===== src/rtl/ifm_window_buf.sv =====
// K x K input-feature-map window register: column-wise fill, then one-pixel
// slides in any direction, with valid/ready on both the command and window sides.
module ifm_window_buf #(
  parameter int DATA_W = 8,
  parameter int K      = 3
) (
  input  logic                      clk,
  input  logic                      rst,
  input  logic                      in_valid,
  output logic                      in_ready,
  input  logic [2:0]                in_cmd,
  input  logic [K*DATA_W-1:0]       in_data,
  output logic [K*K*DATA_W-1:0]     win_data,
  output logic                      win_valid,
  input  logic                      win_ready,
  output logic [$clog2(K+1)-1:0]    fill_cnt,
  output logic                      cmd_err
);

  localparam int CW = $clog2(K+1);

  localparam logic [2:0] CMD_LOAD  = 3'd0;
  localparam logic [2:0] CMD_RIGHT = 3'd1;
  localparam logic [2:0] CMD_LEFT  = 3'd2;
  localparam logic [2:0] CMD_DOWN  = 3'd3;
  localparam logic [2:0] CMD_UP    = 3'd4;
  localparam logic [2:0] CMD_CLEAR = 3'd7;

  typedef enum logic [1:0] {
    S_EMPTY,
    S_FILLING,
    S_FULL
  } state_t;

  state_t            state;
  logic [DATA_W-1:0] win  [K][K];
  logic [DATA_W-1:0] lane [K];
  logic              accept;

  for (genvar gi = 0; gi < K; gi++) begin : g_lane
    assign lane[gi] = in_data[gi*DATA_W +: DATA_W];
  end

  for (genvar gr = 0; gr < K; gr++) begin : g_row
    for (genvar gc = 0; gc < K; gc++) begin : g_col
      assign win_data[(gr*K+gc)*DATA_W +: DATA_W] = win[gr][gc];
    end
  end

  // CLEAR always gets through so a stalled consumer can never wedge the block.
  assign in_ready = (in_cmd == CMD_CLEAR) || (state != S_FULL) || !win_valid || win_ready;
  assign accept   = in_valid && in_ready;

  always_ff @(posedge clk) begin
    if (rst) begin
      state     <= S_EMPTY;
      fill_cnt  <= '0;
      win_valid <= 1'b0;
      cmd_err   <= 1'b0;
      for (int r = 0; r < K; r++)
        for (int c = 0; c < K; c++)
          win[r][c] <= '0;
    end else begin
      cmd_err <= 1'b0;
      // Consumption; an accepted shift below re-asserts valid for the new window.
      if (win_valid && win_ready)
        win_valid <= 1'b0;
      if (accept) begin
        case (in_cmd)
          CMD_LOAD: begin
            if (state == S_FULL) begin
              for (int r = 0; r < K; r++)
                win[r][0] <= lane[r];
              fill_cnt  <= CW'(1);
              state     <= S_FILLING;
              win_valid <= 1'b0;
            end else begin
              for (int r = 0; r < K; r++)
                for (int c = 0; c < K; c++)
                  if (c == int'(fill_cnt))
                    win[r][c] <= lane[r];
              fill_cnt <= fill_cnt + CW'(1);
              if (fill_cnt == CW'(K-1)) begin
                state     <= S_FULL;
                win_valid <= 1'b1;
              end else begin
                state <= S_FILLING;
              end
            end
          end
          CMD_RIGHT: begin
            if (state == S_FULL) begin
              for (int r = 0; r < K; r++) begin
                for (int c = 0; c < K-1; c++)
                  win[r][c] <= win[r][c+1];
                win[r][K-1] <= lane[r];
              end
              win_valid <= 1'b1;
            end else begin
              cmd_err <= 1'b1;
            end
          end
          CMD_LEFT: begin
            if (state == S_FULL) begin
              for (int r = 0; r < K; r++) begin
                for (int c = 1; c < K; c++)
                  win[r][c] <= win[r][c-1];
                win[r][0] <= lane[r];
              end
              win_valid <= 1'b1;
            end else begin
              cmd_err <= 1'b1;
            end
          end
          CMD_DOWN: begin
            if (state == S_FULL) begin
              for (int c = 0; c < K; c++) begin
                for (int r = 0; r < K-1; r++)
                  win[r][c] <= win[r+1][c];
                win[K-1][c] <= lane[c];
              end
              win_valid <= 1'b1;
            end else begin
              cmd_err <= 1'b1;
            end
          end
          CMD_UP: begin
            if (state == S_FULL) begin
              for (int c = 0; c < K; c++) begin
                for (int r = 1; r < K; r++)
                  win[r][c] <= win[r-1][c];
                win[0][c] <= lane[c];
              end
              win_valid <= 1'b1;
            end else begin
              cmd_err <= 1'b1;
            end
          end
          CMD_CLEAR: begin
            for (int r = 0; r < K; r++)
              for (int c = 0; c < K; c++)
                win[r][c] <= '0;
            fill_cnt  <= '0;
            state     <= S_EMPTY;
            win_valid <= 1'b0;
          end
          default: begin
            cmd_err <= 1'b1;
          end
        endcase
      end
    end
  end

endmodule

===== config.mk =====
export PLATFORM = sky130hd
export DESIGN_NAME = ifm_window_buf
export DESIGN_NICKNAME = d
export VERILOG_FILES = /design/src/rtl/ifm_window_buf.sv
export SDC_FILE = /design/constraint.sdc
export NUM_CORES = 1
export LEC_CHECK = 0
export ABC_AREA = 1
export CAP_MARGIN = 25
export CORE_MARGIN = 2
export CORE_UTILIZATION = 54
export CTS_BUF_LIST = sky130_fd_sc_hd__clkbuf_4 sky130_fd_sc_hd__clkbuf_8 sky130_fd_sc_hd__clkbuf_16
export DETAILED_ROUTE_END_ITERATION = 8
export PLACE_DENSITY = 0.82
export SYNTH_ARGS = -nofsm -noshare
export SYNTH_HDL_FRONTEND = slang
export SYNTH_SLANG_ARGS = --single-unit

===== constraint.sdc =====
create_clock -name clk -period 2.6 [get_ports clk]
set_input_delay 0.52 -clock clk [delete_from_list [all_inputs] [get_ports clk]]
set_output_delay 0.52 -clock clk [all_outputs]
set_load 0.02 [all_outputs]

# Word level (Yosys, flattened, before mapping)
# Memories as Yosys holds them, arrays and structs flattened.
# Cells that the tools add are included.
# W data, S select, Z words.
totals:
  register_bits: 6
  latch_bits: 0
  mem_bits_rw: 72
  romBits: 0
  input_bits: 31
  n_memories: 1
op_classes:
  addsub: 1
  n_mul: 0
  n_div: 0
  magnitude_cmp: 0
  n_eq_ne: 10
  shifts: 0
  mux: 115
  n_bitwise: 58
  n_reduce_logical: 13
memory_table:
  columns: ["memory", "words", "width", "read_ports", "rd_ports_with_merged_regs", "wr", "line_no", "source"]
  rows:
  - ["win", 3, 24, 3, 0, 3, "36", "logic [DATA_W-1:0] win [K][K];"]
ops:
  columns: ["cell", "count"]
  rows:
  - ["$mux W8", 57]
  - ["$or A1 B1 Y1", 57]
  - ["$mux W1", 51]
  - ["$pmux W2 S2", 2]
  - ["$eq A3 B2 Y1 const B", 2]
  - ["$eq A3 B3 Y1 const B", 2]
  - ["$mux W2", 3]
  - ["$eq A2 B2 Y1 const A", 2]
  - ["$eq A2 B2 Y1 const B", 2]
  - ["$reduce_or A2 Y1", 2]
  - ["$reduce_or A4 Y1", 1]
  - ["$eq A3 B1 Y1 const B", 1]
  - ["$logic_not A3 Y1", 1]
  - ["$logic_or A1 B1 Y1", 3]
  - ["$pmux W1 S3", 1]
  - ["$add A2 B1 Y2 const B", 1]
  - ["$logic_and A1 B1 Y1", 2]
  - ["$logic_not A2 Y1", 1]
  - ["$ne A2 B2 Y1 const B", 1]
  - ["$pmux W1 S2", 1]
  - ["$reduce_and A2 Y1", 1]
  - ["$reduce_bool A2 Y1", 1]
  - ["$logic_not A1 Y1", 1]
  - ["$not A1 Y1", 1]

# Logic depth before layout (Yosys ltp)
depth:
  word_depth: 15
  mapped_depth: 13
  ltp_nobuf: 12

# Least setup slack after synthesis
# No wires, ideal clock.
synth_path:
  path_type: "input to register"
  startpoint: "in win_ready"
  endpoint: "mem win[0][10] in the netlist's numbering, enable pin"
  setup_time_ns: 0.416
  arrival_ns: 2.116
  required_time_ns: 2.184
  setup_slack_ns: 0.068
  path_stages: 8
  path_cell_list: "nor2_1 > nand3_4 > nand3_4 > inv_1 > nand2_2 > nand3_4 > buf_4 > nand3b_1"
synth_lines:
  columns: ["element", "line_no", "source"]
  rows:
  - ["start, declared", "15", "input logic win_ready,"]
  - ["end, declared", "36", null]

# Worst setup path in the final report
layout_path:
  startpoint: "in in_cmd[0]"
  endpoint: "out in_ready"
layout_between:
  elab_chain_len: 4
layout_lines:
  columns: ["element", "line_no", "source"]
  rows:
  - ["start, declared", "11", "input logic [2:0] in_cmd,"]
  - ["$eq A3 B3 Y1", "51", "assign in_ready = (in_cmd == CMD_CLEAR) || (state != S_FULL) || !win_valid || win_ready;"]
  - ["$logic_or A1 B1 Y1 (3 in series)", "51", null]
  - ["end, declared", "10", "output logic in_ready,"]
# Every way passes these cells.

==> out/results.tsv <==
metric	value	unit
status	finished, final reports clean	
fin_crit_sh	96.20	%
multiInputGateArea	2830	um2
hold_class	flop to flop	
power_frac_seq	47.3	%
crit_type	input pin to primary output	
rsz0062_at_grt	no	
worst-r2r-cell-count	10	
grt_usage	34.08	%
clk_latency	370	ps
drc	0	
cts_hold_buf	0	
clk_pin_slew	100	ps
dp.cells	1102	
worstHoldStart	state[0]	
power_frac_clock	36.8	%
ys_async_sr_fraction	0	%
cpPeakStageDelay	620	ps
finalNonFillerCells	1118	
hpwl	13740	um
hold_slack	549.2	ps
crit_top_cell	clkdlybuf4s50_1	
drtIter0Drc	728	
reg2reg_to	win[0][60]	
ys_types	30	
cts_made_buffers	9	
p_int	2.282	mW
drtPass1Iterations	6	
final_net_count	1011	
synthCells	863	
p_switching	0.8598	mW
core	10370	um2
setup_ws	98.82	ps
power_density	418.5	nW/um2
worstPathMaxFanout	6	
start_util	55.78	%
cts.root.buffer_cell	clkbuf_8	
slew_violations	0	
grt_max_degree	36	
drive_above_1_share	8.758	%
endpoint_kind	primary output	
p_total	3.142	mW
cp_data_required_time	2080	ps
syn_nets	897	
tns	0	ps
grt_pass1_wl	30390	um
cts_tree	built	
ant_nets	0	
cap_violations	0	
worstPathArrival	1980	ps
min_period	2501	ps
ys_ff_latch	78	
portBuffers	107	
slew_headroom	69.08	%
tightest_slew	458.9	ps
ys_seq_area_share	39.45	%
setup_viol	0	
leakagePower	3.537	nW
max-vdd-ir-drop	0.3134	mV
cts.sinks	78	
cts_resized	0	
n_fill_cell	840	
cp_top_family	buffers and inverters	
h-tree-depth	3	
post_cts_buffers	0	
dp_slack	5.449	ps
seqCellArea	2282	um2
max_freq	399.8	MHz
wire_per_inst	16.99	um
fp.dieArea	11560	um2
antenna_found_initial	0	
gp_congestion	0.9987	
cp_cell_sequence	clkdlybuf4s50_1 > nand3_2 > nand3_4 > clkdlybuf4s50_1	
drt-total-wl	19000	um
die_y	107.5	um
worst-path-buf-inv	2	
clock_path_buffers	2	
diodes	0	
area_delta_synth_final	29.76	%
avgSynthCellArea	6.703	um2
combPwrFrac	15.8	%
netlist_area	5784	um2
synth_edf_count	72	
rows	37	
via_per_inst	5.636	
skew	15.11	ps
r2r_start	state[1]	
ios	108	
hold_viol	0	
grt_remaining_overflow	0	
cp-start-kind	input pin	
hold_end	state[0]	
ys.flop_type	edfxtp_1	
dr_total_vias	6301	
ys_warn_count	0	
ff2ff_setup_slack	540	ps
p_sw_share	27.37	%
grt_pass1_vias	5710	
min_path_cells	2	
cp_slowest_cell	clkdlybuf4s50_1	
die_w	107.5	um
==> cell usage after synthesis, types with 3 or more instances <==
| master | number | area (um2) |
|---|---|---|
| buf_4 | 3 | 22.52 |
| inv_1 | 109 | 409.1 |
| buf_6 | 5 | 56.30 |
| ha_1 | 3 | 37.54 |
| nand3_1 | 85 | 425.4 |
| nand3_4 | 4 | 70.07 |
| o21ai_0 | 52 | 260.3 |
| nand3_2 | 3 | 30.03 |
| edfxtp_1 | 72 | 2162 |
| o21ai_1 | 10 | 50.05 |
| inv_2 | 8 | 30.03 |
| dfxtp_1 | 6 | 120.1 |
| nand3b_1 | 5 | 37.54 |
| nand4_1 | 10 | 62.56 |
| buf_2 | 18 | 90.09 |
| a21oi_1 | 16 | 80.08 |
| nand2_1 | 266 | 998.5 |
| clkbuf_1 | 16 | 60.06 |
| nor2_2 | 3 | 18.77 |
| nor2_4 | 6 | 67.56 |
| nor2_1 | 150 | 563.0 |
==> sequential cells by signal (all words and copies together), names as in the netlist <==
register / count
fill_cnt: 2
win_valid: 1
win: 72
state: 2
cmd_err: 1
==> layout by cell type, fill, tap and decap left out, types with 2 or more instances in the layout <==
cell type	n
a211oi_1	2
a21oi_1	16
buf_12	14
buf_4	25
bufinv_16	3
clkbuf_8	9
clkdlybuf4s50_1	107
clkinv_4	2
dfxtp_1	6
edfxtp_1	72
ha_1	3
inv_1	109
inv_2	8
nand2_1	266
nand2_2	2
nand3_1	85
nand3_2	3
nand3_4	4
nand3b_1	5
nand4_1	10
nand4_2	2
nor2_1	150
nor2_2	3
nor2_4	6
o21a_1	2
o21ai_0	52
o21ai_1	10
==> power groups by stage <==
stage / registers, mW / clock network (mW) / logic [mW]
after floorplan: 1.56 / 0 / 0.172
after global placement: 1.51 / 0 / 0.483
after detailed placement: 1.51 / 0 / 0.487
after CTS: 1.48 / 1.15 / 0.492
after global routing: 1.49 / 1.21 / 0.535
final: 1.49 / 1.16 / 0.498
==> kinds of logic after synthesis <==
family | Yosys count | share of synthesized area [%]
buffers and inverters | 160 | 11.62
and+or+nand+nor | 538 | 40.51
DFF | 78 | 39.45
adders and majority gates | 3 | 0.6490
AOI/OAI and AO/OA | 84 | 7.766
==> cell type report <==
cell class | count | share of cell area [%]
multi-input cells | 625 | 37.71
repair buffers | 146 | 20.50
clock buffers | 9 | 1.650
inverters | 117 | 5.851
flip-flops and latches | 78 | 30.41
well taps | 136 | 2.267
clock inverters | 7 | 1.617
==> per-stage QoR <==
| stage | util, % | cell area (um2) |
|---|---|---|
| 6_report | 72.38 | 7506 |
| 4_1_cts | 72.38 | 7506 |
| 5_1_grt | 72.38 | 7506 |
| 3_3_place_gp | 70.02 | 7261 |
| 3_5_place_dp | 70.02 | 7261 |
| 2_1_floorplan | - | 5784 |
==> layer usage <==
metal  vias up  GRT usage, %  wire (um)
met5         -             0          0
met1      2768         51.54       7867
met4         0         9.799        378
met2       520         47.48       7793
li1       2962             -          -
met3        51         9.262       2958
==> worst max path at each step <==
stage / from / end / slack [ps] / cells past startpoint
2_1_floorplan: win_ready / win[0][10] / 70 / 8
3_3_place_gp: in_cmd[2] / win[0][64] / 50 / 13
3_5_place_dp: in_cmd[2] / win[0][65] / 5 / 13
4_1_cts: in_cmd[0] / in_ready / 90 / 4
5_1_grt: in_cmd[0] / in_ready / 40 / 4
6_report: in_cmd[0] / in_ready / 100 / 4
==> tightest hold or removal path: stages (launching register included) <==
cell	delay [ps]
dfxtp_1	350
inv_1	90
a211oi_1	70
No activity file was read; power rests on OpenSTA's default activity.
